**src/rtl/dma_pkg.sv**
```systemverilog
// Shared constants and state encoding for the write-back DMA.
// Holds AXI attribute constants, burst stride and FSM states.
package dma_pkg;

    localparam logic [1:0]  AXI_BURST_INCR = 2'b01;
    localparam logic [3:0]  AXI_CACHE_WR   = 4'b0010;
    localparam logic [2:0]  AXI_SIZE_32    = 3'd2;
    localparam logic [31:0] BURST_BYTES    = 32'd64;

    typedef enum logic [2:0] {
        S_IDLE,
        S_WAIT,
        S_AW,
        S_W,
        S_B
    } wr_state_t;

endpackage

```
**src/rtl/dma_wr_if.sv**
```systemverilog
// AXI4 write channel (AW/W/B) bundle between DMA master and memory.
// master: drives AW/W payload and BREADY; slave: the reverse.
interface dma_wr_if #(
    parameter int DW = 32,
    parameter int IW = 4
);
    logic [IW-1:0]   awid;
    logic [31:0]     awaddr;
    logic [7:0]      awlen;
    logic [2:0]      awsize;
    logic [1:0]      awburst;
    logic            awlock;
    logic [3:0]      awcache;
    logic [2:0]      awprot;
    logic [3:0]      awqos;
    logic            awvalid;
    logic            awready;
    logic [DW-1:0]   wdata;
    logic [DW/8-1:0] wstrb;
    logic            wlast;
    logic            wvalid;
    logic            wready;
    logic [IW-1:0]   bid;
    logic [1:0]      bresp;
    logic            bvalid;
    logic            bready;

    modport master (
        output awid, awaddr, awlen, awsize, awburst, awlock,
        output awcache, awprot, awqos, awvalid,
        output wdata, wstrb, wlast, wvalid, bready,
        input  awready, wready, bid, bresp, bvalid
    );

    modport slave (
        input  awid, awaddr, awlen, awsize, awburst, awlock,
        input  awcache, awprot, awqos, awvalid,
        input  wdata, wstrb, wlast, wvalid, bready,
        output awready, wready, bid, bresp, bvalid
    );

endinterface

```
**src/rtl/dma_wr_fifo.sv**
```systemverilog
// Synchronous word FIFO buffering packed words ahead of a burst.
// Ports: push/push_data in, pop/pop_data (head) out, count, full.
module dma_wr_fifo #(
    parameter int WIDTH = 32,
    parameter int DEPTH = 16,
    parameter int CW    = $clog2(DEPTH + 1)
) (
    input  logic             clk,
    input  logic             rst_n,
    input  logic             push,
    input  logic [WIDTH-1:0] push_data,
    input  logic             pop,
    output logic [WIDTH-1:0] pop_data,
    output logic [CW-1:0]    count,
    output logic             full
);
    localparam int AW = (DEPTH > 1) ? $clog2(DEPTH) : 1;

    logic [DEPTH-1:0][WIDTH-1:0] mem_q, mem_d;
    logic [AW-1:0]               wr_ptr_q, wr_ptr_d;
    logic [AW-1:0]               rd_ptr_q, rd_ptr_d;
    logic [CW-1:0]               count_q, count_d;
    logic                        do_push, do_pop;

    function automatic logic [AW-1:0] ptr_inc(input logic [AW-1:0] p);
        return (p == AW'(DEPTH - 1)) ? '0 : p + AW'(1);
    endfunction

    assign full     = (count_q == CW'(DEPTH));
    assign count    = count_q;
    assign pop_data = mem_q[rd_ptr_q];

    always_comb begin
        do_push  = push & ~full;
        do_pop   = pop & (count_q != '0);
        mem_d    = mem_q;
        wr_ptr_d = wr_ptr_q;
        rd_ptr_d = rd_ptr_q;
        count_d  = count_q;
        if (do_push) begin
            mem_d[wr_ptr_q] = push_data;
            wr_ptr_d        = ptr_inc(wr_ptr_q);
        end
        if (do_pop) begin
            rd_ptr_d = ptr_inc(rd_ptr_q);
        end
        // simultaneous push and pop leaves the count unchanged
        if (do_push && !do_pop) begin
            count_d = count_q + CW'(1);
        end else if (do_pop && !do_push) begin
            count_d = count_q - CW'(1);
        end
    end

    always_ff @(posedge clk or negedge rst_n) begin
        if (!rst_n) begin
            mem_q    <= '0;
            wr_ptr_q <= '0;
            rd_ptr_q <= '0;
            count_q  <= '0;
        end else begin
            mem_q    <= mem_d;
            wr_ptr_q <= wr_ptr_d;
            rd_ptr_q <= rd_ptr_d;
            count_q  <= count_d;
        end
    end

endmodule

```
**src/rtl/dma_wr.sv**
```systemverilog
// Write DMA: packs halfword pairs into words, writes 16-beat INCR bursts.
// Ports: start/dst_addr/size config, in_* stream, m_axi master, busy/done/err.
module dma_wr
    import dma_pkg::*;
#(
    parameter int C_AXI_DATA_WIDTH = 32,
    parameter int C_M_AXI_ID_WIDTH = 4,
    parameter int BURST_MAX        = 16,
    parameter int FIFO_DEPTH       = 16
) (
    input  logic        clk,
    input  logic        rst_n,
    input  logic        start,
    input  logic [31:0] dst_addr,
    input  logic [15:0] size,
    input  logic [15:0] in_pd,
    input  logic        in_vld,
    output logic        in_rdy,
    dma_wr_if.master    m_axi,
    output logic        busy,
    output logic        done,
    output logic        err
);
    localparam int CW = $clog2(FIFO_DEPTH + 1);

    wr_state_t   state_q;
    logic [31:0] awaddr_q;
    logic [7:0]  awlen_q, beat_cnt_q;
    logic        awvalid_q, wvalid_q, bready_q;
    logic        busy_q, done_q, err_q;
    logic [16:0] words_rem_q;

    logic        half_q, half_d;
    logic [15:0] lo_q, lo_d;
    logic [16:0] in_rem_q, in_rem_d;

    logic        start_acc, all_in, in_acc, push, pop, fifo_full;
    logic [CW-1:0] fifo_count;
    logic [C_AXI_DATA_WIDTH-1:0] fifo_head;
    logic [16:0] beats, fifo_cnt_x;
    logic        unused_bid;

    assign start_acc  = start & (state_q == S_IDLE);
    assign beats      = (words_rem_q < 17'(BURST_MAX)) ?
                        words_rem_q : 17'(BURST_MAX);
    assign fifo_cnt_x = 17'(fifo_count);
    assign pop        = wvalid_q & m_axi.wready;
    assign unused_bid = ^m_axi.bid;

    // halfword packer: low half first, word pushed on the high half
    always_comb begin
        all_in   = (in_rem_q == '0);
        in_rdy   = busy_q & ~all_in & ~fifo_full;
        in_acc   = in_vld & in_rdy;
        push     = in_acc & half_q;
        half_d   = half_q;
        lo_d     = lo_q;
        in_rem_d = in_rem_q;
        if (start_acc) begin
            half_d   = 1'b0;
            in_rem_d = {1'b0, size} + 17'd1;
        end else if (in_acc) begin
            half_d = ~half_q;
            if (!half_q) begin
                lo_d = in_pd;
            end else begin
                in_rem_d = in_rem_q - 17'd1;
            end
        end
    end

    always_ff @(posedge clk or negedge rst_n) begin
        if (!rst_n) begin
            half_q   <= 1'b0;
            lo_q     <= '0;
            in_rem_q <= '0;
        end else begin
            half_q   <= half_d;
            lo_q     <= lo_d;
            in_rem_q <= in_rem_d;
        end
    end

    dma_wr_fifo #(
        .WIDTH (C_AXI_DATA_WIDTH),
        .DEPTH (FIFO_DEPTH),
        .CW    (CW)
    ) u_fifo (
        .clk       (clk),
        .rst_n     (rst_n),
        .push      (push),
        .push_data ({in_pd, lo_q}),
        .pop       (pop),
        .pop_data  (fifo_head),
        .count     (fifo_count),
        .full      (fifo_full)
    );

    // a burst is only launched once fully buffered, so W never stalls
    always_ff @(posedge clk or negedge rst_n) begin
        if (!rst_n) begin
            state_q     <= S_IDLE;
            awaddr_q    <= '0;
            awlen_q     <= '0;
            beat_cnt_q  <= '0;
            awvalid_q   <= 1'b0;
            wvalid_q    <= 1'b0;
            bready_q    <= 1'b0;
            busy_q      <= 1'b0;
            done_q      <= 1'b0;
            err_q       <= 1'b0;
            words_rem_q <= '0;
        end else begin
            done_q <= 1'b0;
            unique case (state_q)
                S_IDLE: begin
                    if (start_acc) begin
                        awaddr_q    <= dst_addr;
                        words_rem_q <= {1'b0, size} + 17'd1;
                        err_q       <= 1'b0;
                        busy_q      <= 1'b1;
                        state_q     <= S_WAIT;
                    end
                end
                S_WAIT: begin
                    if (fifo_cnt_x >= beats) begin
                        awlen_q    <= beats[7:0] - 8'd1;
                        beat_cnt_q <= '0;
                        awvalid_q  <= 1'b1;
                        state_q    <= S_AW;
                    end
                end
                S_AW: begin
                    if (m_axi.awready) begin
                        awvalid_q <= 1'b0;
                        wvalid_q  <= 1'b1;
                        state_q   <= S_W;
                    end
                end
                S_W: begin
                    if (m_axi.wready) begin
                        if (beat_cnt_q == awlen_q) begin
                            wvalid_q <= 1'b0;
                            bready_q <= 1'b1;
                            state_q  <= S_B;
                        end else begin
                            beat_cnt_q <= beat_cnt_q + 8'd1;
                        end
                    end
                end
                S_B: begin
                    if (m_axi.bvalid) begin
                        bready_q    <= 1'b0;
                        words_rem_q <= words_rem_q - beats;
                        if (m_axi.bresp != 2'b00) begin
                            err_q <= 1'b1;
                        end
                        if (words_rem_q == beats) begin
                            done_q  <= 1'b1;
                            busy_q  <= 1'b0;
                            state_q <= S_IDLE;
                        end else begin
                            awaddr_q <= awaddr_q + BURST_BYTES;
                            state_q  <= S_WAIT;
                        end
                    end
                end
                default: state_q <= S_IDLE;
            endcase
        end
    end

    assign m_axi.awid    = {C_M_AXI_ID_WIDTH{1'b0}};
    assign m_axi.awaddr  = awaddr_q;
    assign m_axi.awlen   = awlen_q;
    assign m_axi.awsize  = AXI_SIZE_32;
    assign m_axi.awburst = AXI_BURST_INCR;
    assign m_axi.awlock  = 1'b0;
    assign m_axi.awcache = AXI_CACHE_WR;
    assign m_axi.awprot  = 3'd0;
    assign m_axi.awqos   = 4'd0;
    assign m_axi.awvalid = awvalid_q;
    assign m_axi.wdata   = fifo_head;
    assign m_axi.wstrb   = '1;
    assign m_axi.wlast   = wvalid_q & (beat_cnt_q == awlen_q);
    assign m_axi.wvalid  = wvalid_q;
    assign m_axi.bready  = bready_q;

    assign busy = busy_q;
    assign done = done_q;
    assign err  = err_q;

endmodule

```
**src/flat_wrapper.sv**
```systemverilog
// flat-port wrapper written by rule: the top's interface ports become plain ports
module dma_wr_flat import dma_pkg::*;
#(
    parameter int C_AXI_DATA_WIDTH = 32,
    parameter int C_M_AXI_ID_WIDTH = 4,
    parameter int BURST_MAX        = 16,
    parameter int FIFO_DEPTH       = 16
)
  (clk, rst_n, start, dst_addr, size, in_pd, in_vld, in_rdy, busy, done, err, m_axi_awid, m_axi_awaddr, m_axi_awlen, m_axi_awsize, m_axi_awburst, m_axi_awlock, m_axi_awcache, m_axi_awprot, m_axi_awqos, m_axi_awvalid, m_axi_wdata, m_axi_wstrb, m_axi_wlast, m_axi_wvalid, m_axi_bready, m_axi_awready, m_axi_wready, m_axi_bid, m_axi_bresp, m_axi_bvalid);
  dma_wr_if #(.DW(32), .IW(4)) m_axi_i ();
  input  logic clk;
  input  logic rst_n;
  input  logic start;
  input  logic [31:0] dst_addr;
  input  logic [15:0] size;
  input  logic [15:0] in_pd;
  input  logic in_vld;
  output logic in_rdy;
  output logic busy;
  output logic done;
  output logic err;
  output wire logic [$bits(m_axi_i.awid)-1:0] m_axi_awid;
  output wire logic [$bits(m_axi_i.awaddr)-1:0] m_axi_awaddr;
  output wire logic [$bits(m_axi_i.awlen)-1:0] m_axi_awlen;
  output wire logic [$bits(m_axi_i.awsize)-1:0] m_axi_awsize;
  output wire logic [$bits(m_axi_i.awburst)-1:0] m_axi_awburst;
  output wire logic [$bits(m_axi_i.awlock)-1:0] m_axi_awlock;
  output wire logic [$bits(m_axi_i.awcache)-1:0] m_axi_awcache;
  output wire logic [$bits(m_axi_i.awprot)-1:0] m_axi_awprot;
  output wire logic [$bits(m_axi_i.awqos)-1:0] m_axi_awqos;
  output wire logic [$bits(m_axi_i.awvalid)-1:0] m_axi_awvalid;
  output wire logic [$bits(m_axi_i.wdata)-1:0] m_axi_wdata;
  output wire logic [$bits(m_axi_i.wstrb)-1:0] m_axi_wstrb;
  output wire logic [$bits(m_axi_i.wlast)-1:0] m_axi_wlast;
  output wire logic [$bits(m_axi_i.wvalid)-1:0] m_axi_wvalid;
  output wire logic [$bits(m_axi_i.bready)-1:0] m_axi_bready;
  input wire logic [$bits(m_axi_i.awready)-1:0] m_axi_awready;
  input wire logic [$bits(m_axi_i.wready)-1:0] m_axi_wready;
  input wire logic [$bits(m_axi_i.bid)-1:0] m_axi_bid;
  input wire logic [$bits(m_axi_i.bresp)-1:0] m_axi_bresp;
  input wire logic [$bits(m_axi_i.bvalid)-1:0] m_axi_bvalid;
  assign m_axi_awid = m_axi_i.awid;
  assign m_axi_awaddr = m_axi_i.awaddr;
  assign m_axi_awlen = m_axi_i.awlen;
  assign m_axi_awsize = m_axi_i.awsize;
  assign m_axi_awburst = m_axi_i.awburst;
  assign m_axi_awlock = m_axi_i.awlock;
  assign m_axi_awcache = m_axi_i.awcache;
  assign m_axi_awprot = m_axi_i.awprot;
  assign m_axi_awqos = m_axi_i.awqos;
  assign m_axi_awvalid = m_axi_i.awvalid;
  assign m_axi_wdata = m_axi_i.wdata;
  assign m_axi_wstrb = m_axi_i.wstrb;
  assign m_axi_wlast = m_axi_i.wlast;
  assign m_axi_wvalid = m_axi_i.wvalid;
  assign m_axi_bready = m_axi_i.bready;
  assign m_axi_i.awready = m_axi_awready;
  assign m_axi_i.wready = m_axi_wready;
  assign m_axi_i.bid = m_axi_bid;
  assign m_axi_i.bresp = m_axi_bresp;
  assign m_axi_i.bvalid = m_axi_bvalid;
  dma_wr #(.C_AXI_DATA_WIDTH(C_AXI_DATA_WIDTH), .C_M_AXI_ID_WIDTH(C_M_AXI_ID_WIDTH), .BURST_MAX(BURST_MAX), .FIFO_DEPTH(FIFO_DEPTH)) u_core (.clk(clk), .rst_n(rst_n), .start(start), .dst_addr(dst_addr), .size(size), .in_pd(in_pd), .in_vld(in_vld), .in_rdy(in_rdy), .m_axi(m_axi_i), .busy(busy), .done(done), .err(err));
endmodule
```
**config.mk**
```make
export PLATFORM = sky130hd
export DESIGN_NAME = dma_wr_flat
export DESIGN_NICKNAME = d
export VERILOG_FILES = /design/src/rtl/dma_pkg.sv /design/src/rtl/dma_wr_if.sv /design/src/rtl/dma_wr_fifo.sv /design/src/rtl/dma_wr.sv /design/src/flat_wrapper.sv
export SDC_FILE = /design/constraint.sdc
export NUM_CORES = 1
export LEC_CHECK = 0
export ABC_CLOCK_PERIOD_IN_PS = 5000
export BUFFER_PORTS_ARGS = -buffer_cell sky130_fd_sc_hd__buf_2
export CORE_ASPECT_RATIO = 0.8
export CORE_MARGIN = 2
export CORE_UTILIZATION = 65
export CTS_BUF_LIST = sky130_fd_sc_hd__clkbuf_8
export CTS_CLUSTER_DIAMETER = 50
export DETAILED_ROUTE_END_ITERATION = 8
export GPL_TIMING_DRIVEN = 0
export PLACE_DENSITY = 0.93
export SYNTH_ARGS = -nofsm -noshare
export SYNTH_HDL_FRONTEND = slang
export SYNTH_SLANG_ARGS = --single-unit
```
**constraint.sdc**
```tcl
create_clock -name clk -period 5 [get_ports clk]
set_input_delay 0.25 -clock clk [delete_from_list [all_inputs] [get_ports clk]]
set_output_delay 0.25 -clock clk [all_outputs]
set_load 0.02 [all_outputs]
```
==> run metrics <==
Fillers between 2000 and 3000; final net count roughly 2800; max-cap viol count 0; fin cells ~3500; Die Area 51000 µm²; crit share post-route 0.891; hold-critical path depth 3; DRC 0; Vias/cell just under 7; Area after DPL 33700 µm²; Final Critical Period 4.46 ns; critical path data required time 4.75 ns; leak pwr roughly 17 nW; WP data arrival 4.21 ns; fin area around 36000 µm²; Worst VDD drop approximately 0.34 mV; vias in the first global route 24600; post-synth top area cell dfrtp_1; Worst-path clk slew 0.07 ns; hold crit path type in -> reg; final wirelength 93.6 mm; first-pass GRT wire length 145 mm; asr flop ratio synth 1.00; largest net degree at the start of global routing approximately 130; worst slew pin tran around 1.3 ns; status finished clean; max-slew violation count 0; post-CTS setup buffer count 0; Area Growth Syn to Fin 14.1%; synthesized area per cell 13.4 µm²; final hold slack 0.0402 ns; first-pass detailed-route iteration total 6; setup TNS 0 ns; 1st-iter DRT viols 2846; CTS root buffer clkbuf_8; Syn Std Cell Area 32000 µm²; sequential share of the synthesized area 0.496; Critical Path Source Type flip-flop; routed via count about 23000; largest cells by area after synthesis dfrtp_1 50%, mux2_4 15%, mux2_2 7.7%; Sink Count 633; Synth Register Bits around 630; unrepaired setup endpoints after global routing false; setup violators final 0; Pwr Density 605 nW/µm²; Post-DRT Antenna Nets 0; Rel. slew slack 0.160; Reg2Reg Depth 12; Initial Util 0.659; commonest non-fill, non-tap cell in the layout dfrtp_1; initial antenna violation count 6; placed cell count between 3000 and 4000; Skew-Pair Late Insertion Delay 0.76 ns; total track usage 0.373; total power 22.1 mW; Max Clk Rate 0.224 GHz; maximum buffer depth of the clock tree 3; Post-DP HPWL 60.3 mm; yosys warns 0; critical path type reg -> out; Primary FF master, synth dfrtp_1; TritonCTS clock tree built; GP Congestion 0.927; Cell Rows 72; I/O Buffers 152; Routed wire per std cell 27.1 µm; post-synthesis cell count 2390; layout cell share with drive strength beyond 1 0.366; Worst Setup End Kind output pin; Die Wd about 250 µm; core area between 40000 and 50000 µm²; EDFF count, synth 0; CTS buffer count 96; Final Hold Viols 0; Cell variety after synth 73; commonest cells after routing, fill and taps aside 633 x dfrtp_1, 317 x mux2_4, 219 x mux2_2; I/O pin total around 180; post-route clock skew around 0.052 ns; Die Ht 202 µm; grt ovf 0; CP Max Fanout 10; area share of the largest cell type after synthesis 0.496; htree depth 3
[what timing repair did]
action	in CTS	in global routing
hold buffers	71	0
resized for setup	0	0
endpoints found under the hold margin	289	0
[worst paths after layout]
kind / startpoint / end / slack [ns]
worst min-delay path: size[2] / u_core.in_rem_q[2]$_DFFE_PN0P_ / 0.04
worst max-delay path: u_core.u_fifo.rd_ptr_q[0]$_DFFE_PN0P_ / m_axi_wdata[26] / 0.54
max in group asynchronous: rst_n / u_core.u_fifo.mem_q[6]$_DFFE_PN0P_ / 2.27
worst max register to register: u_core.words_rem_q[5]$_DFFE_PN0P_ / u_core.m_axi.awlen[4]$_DFFE_PN0P_ / 0.68
min in group asynchronous: rst_n / u_core.u_fifo.mem_q[406]$_DFFE_PN0P_ / 0.14
worst min register to register: u_core.m_axi.awaddr[3]$_DFFE_PN0P_ / u_core.m_axi.awaddr[3]$_DFFE_PN0P_ / 0.48
[cell families after synthesis]
group	synth area share
and+or+nand+nor	0.0575
DFF	0.496
buffers and inverters	0.0438
other	0.000235
AOI/OAI and AO/OA	0.0699
muxes	0.311
adders and majority gates	0.00885
xor gates and xnor gates	0.0132
[sequential cells by signal (all words and copies together) (netlist names)]
| name | cells |
|---|---|
| u_core.beat_cnt_q | 8 |
| u_core.busy | 1 |
| u_core.done | 1 |
| u_core.err | 1 |
| u_core.half_q | 1 |
| u_core.in_rem_q | 17 |
| u_core.lo_q | 16 |
| u_core.m_axi.awaddr | 32 |
| u_core.m_axi.awlen | 8 |
| u_core.m_axi.awvalid | 1 |
| u_core.m_axi.bready | 1 |
| u_core.m_axi.wvalid | 1 |
| u_core.state_q | 3 |
| u_core.u_fifo.count | 5 |
| u_core.u_fifo.mem_q | 512 |
| u_core.u_fifo.rd_ptr_q | 4 |
| u_core.u_fifo.wr_ptr_q | 4 |
| u_core.words_rem_q | 17 |
[layer usage]
layer  global-route usage  vias to the layer above  routed length, µm
li1                     -                     9407                  -
met1                0.493                    11800              36100
met2                0.576                     1627              43000
met3               0.0994                      465               9290
met4                0.186                        4               5170
met5                    0                        -                 27
[cell usage after synthesis, types with 6 or more instances]
cell type,count
ha_1,21
mux2_2,219
nand3_1,37
mux2_4,317
inv_1,20
clkbuf_1,101
a21o_1,10
and2_1,9
buf_4,26
nand4_1,20
buf_1,7
mux2_1,22
nor2_1,57
a21oi_1,71
xor2_1,9
mux4_2,64
a31oi_1,12
o21ai_0,116
nand2_1,141
and3_1,16
dfrtp_1,633
nand2b_1,8
o22ai_1,9
and4_1,7
buf_6,48
xnor2_1,39
nor3_1,25
a221oi_1,32
a22oi_1,34
buf_2,34
or4_1,6
nor4_1,24
mux2i_1,102
[worst max-delay path: stages (launching register included)]
cell	delay (ns)
dfrtp_1	0.36
clkbuf_1	0.32
buf_2	0.41
buf_2	0.47
buf_1	0.82
mux2i_1	0.37
a21oi_1	0.16
o21ai_0	0.27
nand2_1	0.11
buf_2	0.19
[power breakdown]
part	switching [mW]	internal, mW	total [mW]
logic	4.91	4.10	9.01
registers	1.58	6.98	8.56
clock network	2.20	2.30	4.50
total	8.69	13.4	22.1
[per-stage QoR]
step,util,worst slack (ns)
2_1_floorplan,-,1.84
3_3_place_gp,0.693,-8.56
3_5_place_dp,0.696,0.950
4_1_cts,0.752,0.644
5_1_grt,0.752,0.413
6_report,0.752,0.545
[area by class of cell]
| type | count | area (µm²) | share of cell area |
|---|---|---|---|
| Sequential cell | 633 | 15800 | 0.434 |
| Multi-Input combinational cell | 1544 | 14800 | 0.406 |
| Clock buffer | 120 | 1650 | 0.0453 |
| Timing Repair Buffer | 228 | 1620 | 0.0444 |
| Buffer | 217 | 1330 | 0.0364 |
| Tap cell | 629 | 787 | 0.0216 |
| Clock inverter | 57 | 352 | 0.00964 |
| Inverter | 20 | 75.1 | 0.00206 |
| Antenna cell | 4 | 10.0 | 0.000274 |
Note: power is estimated with default switching activity, not from simulation.
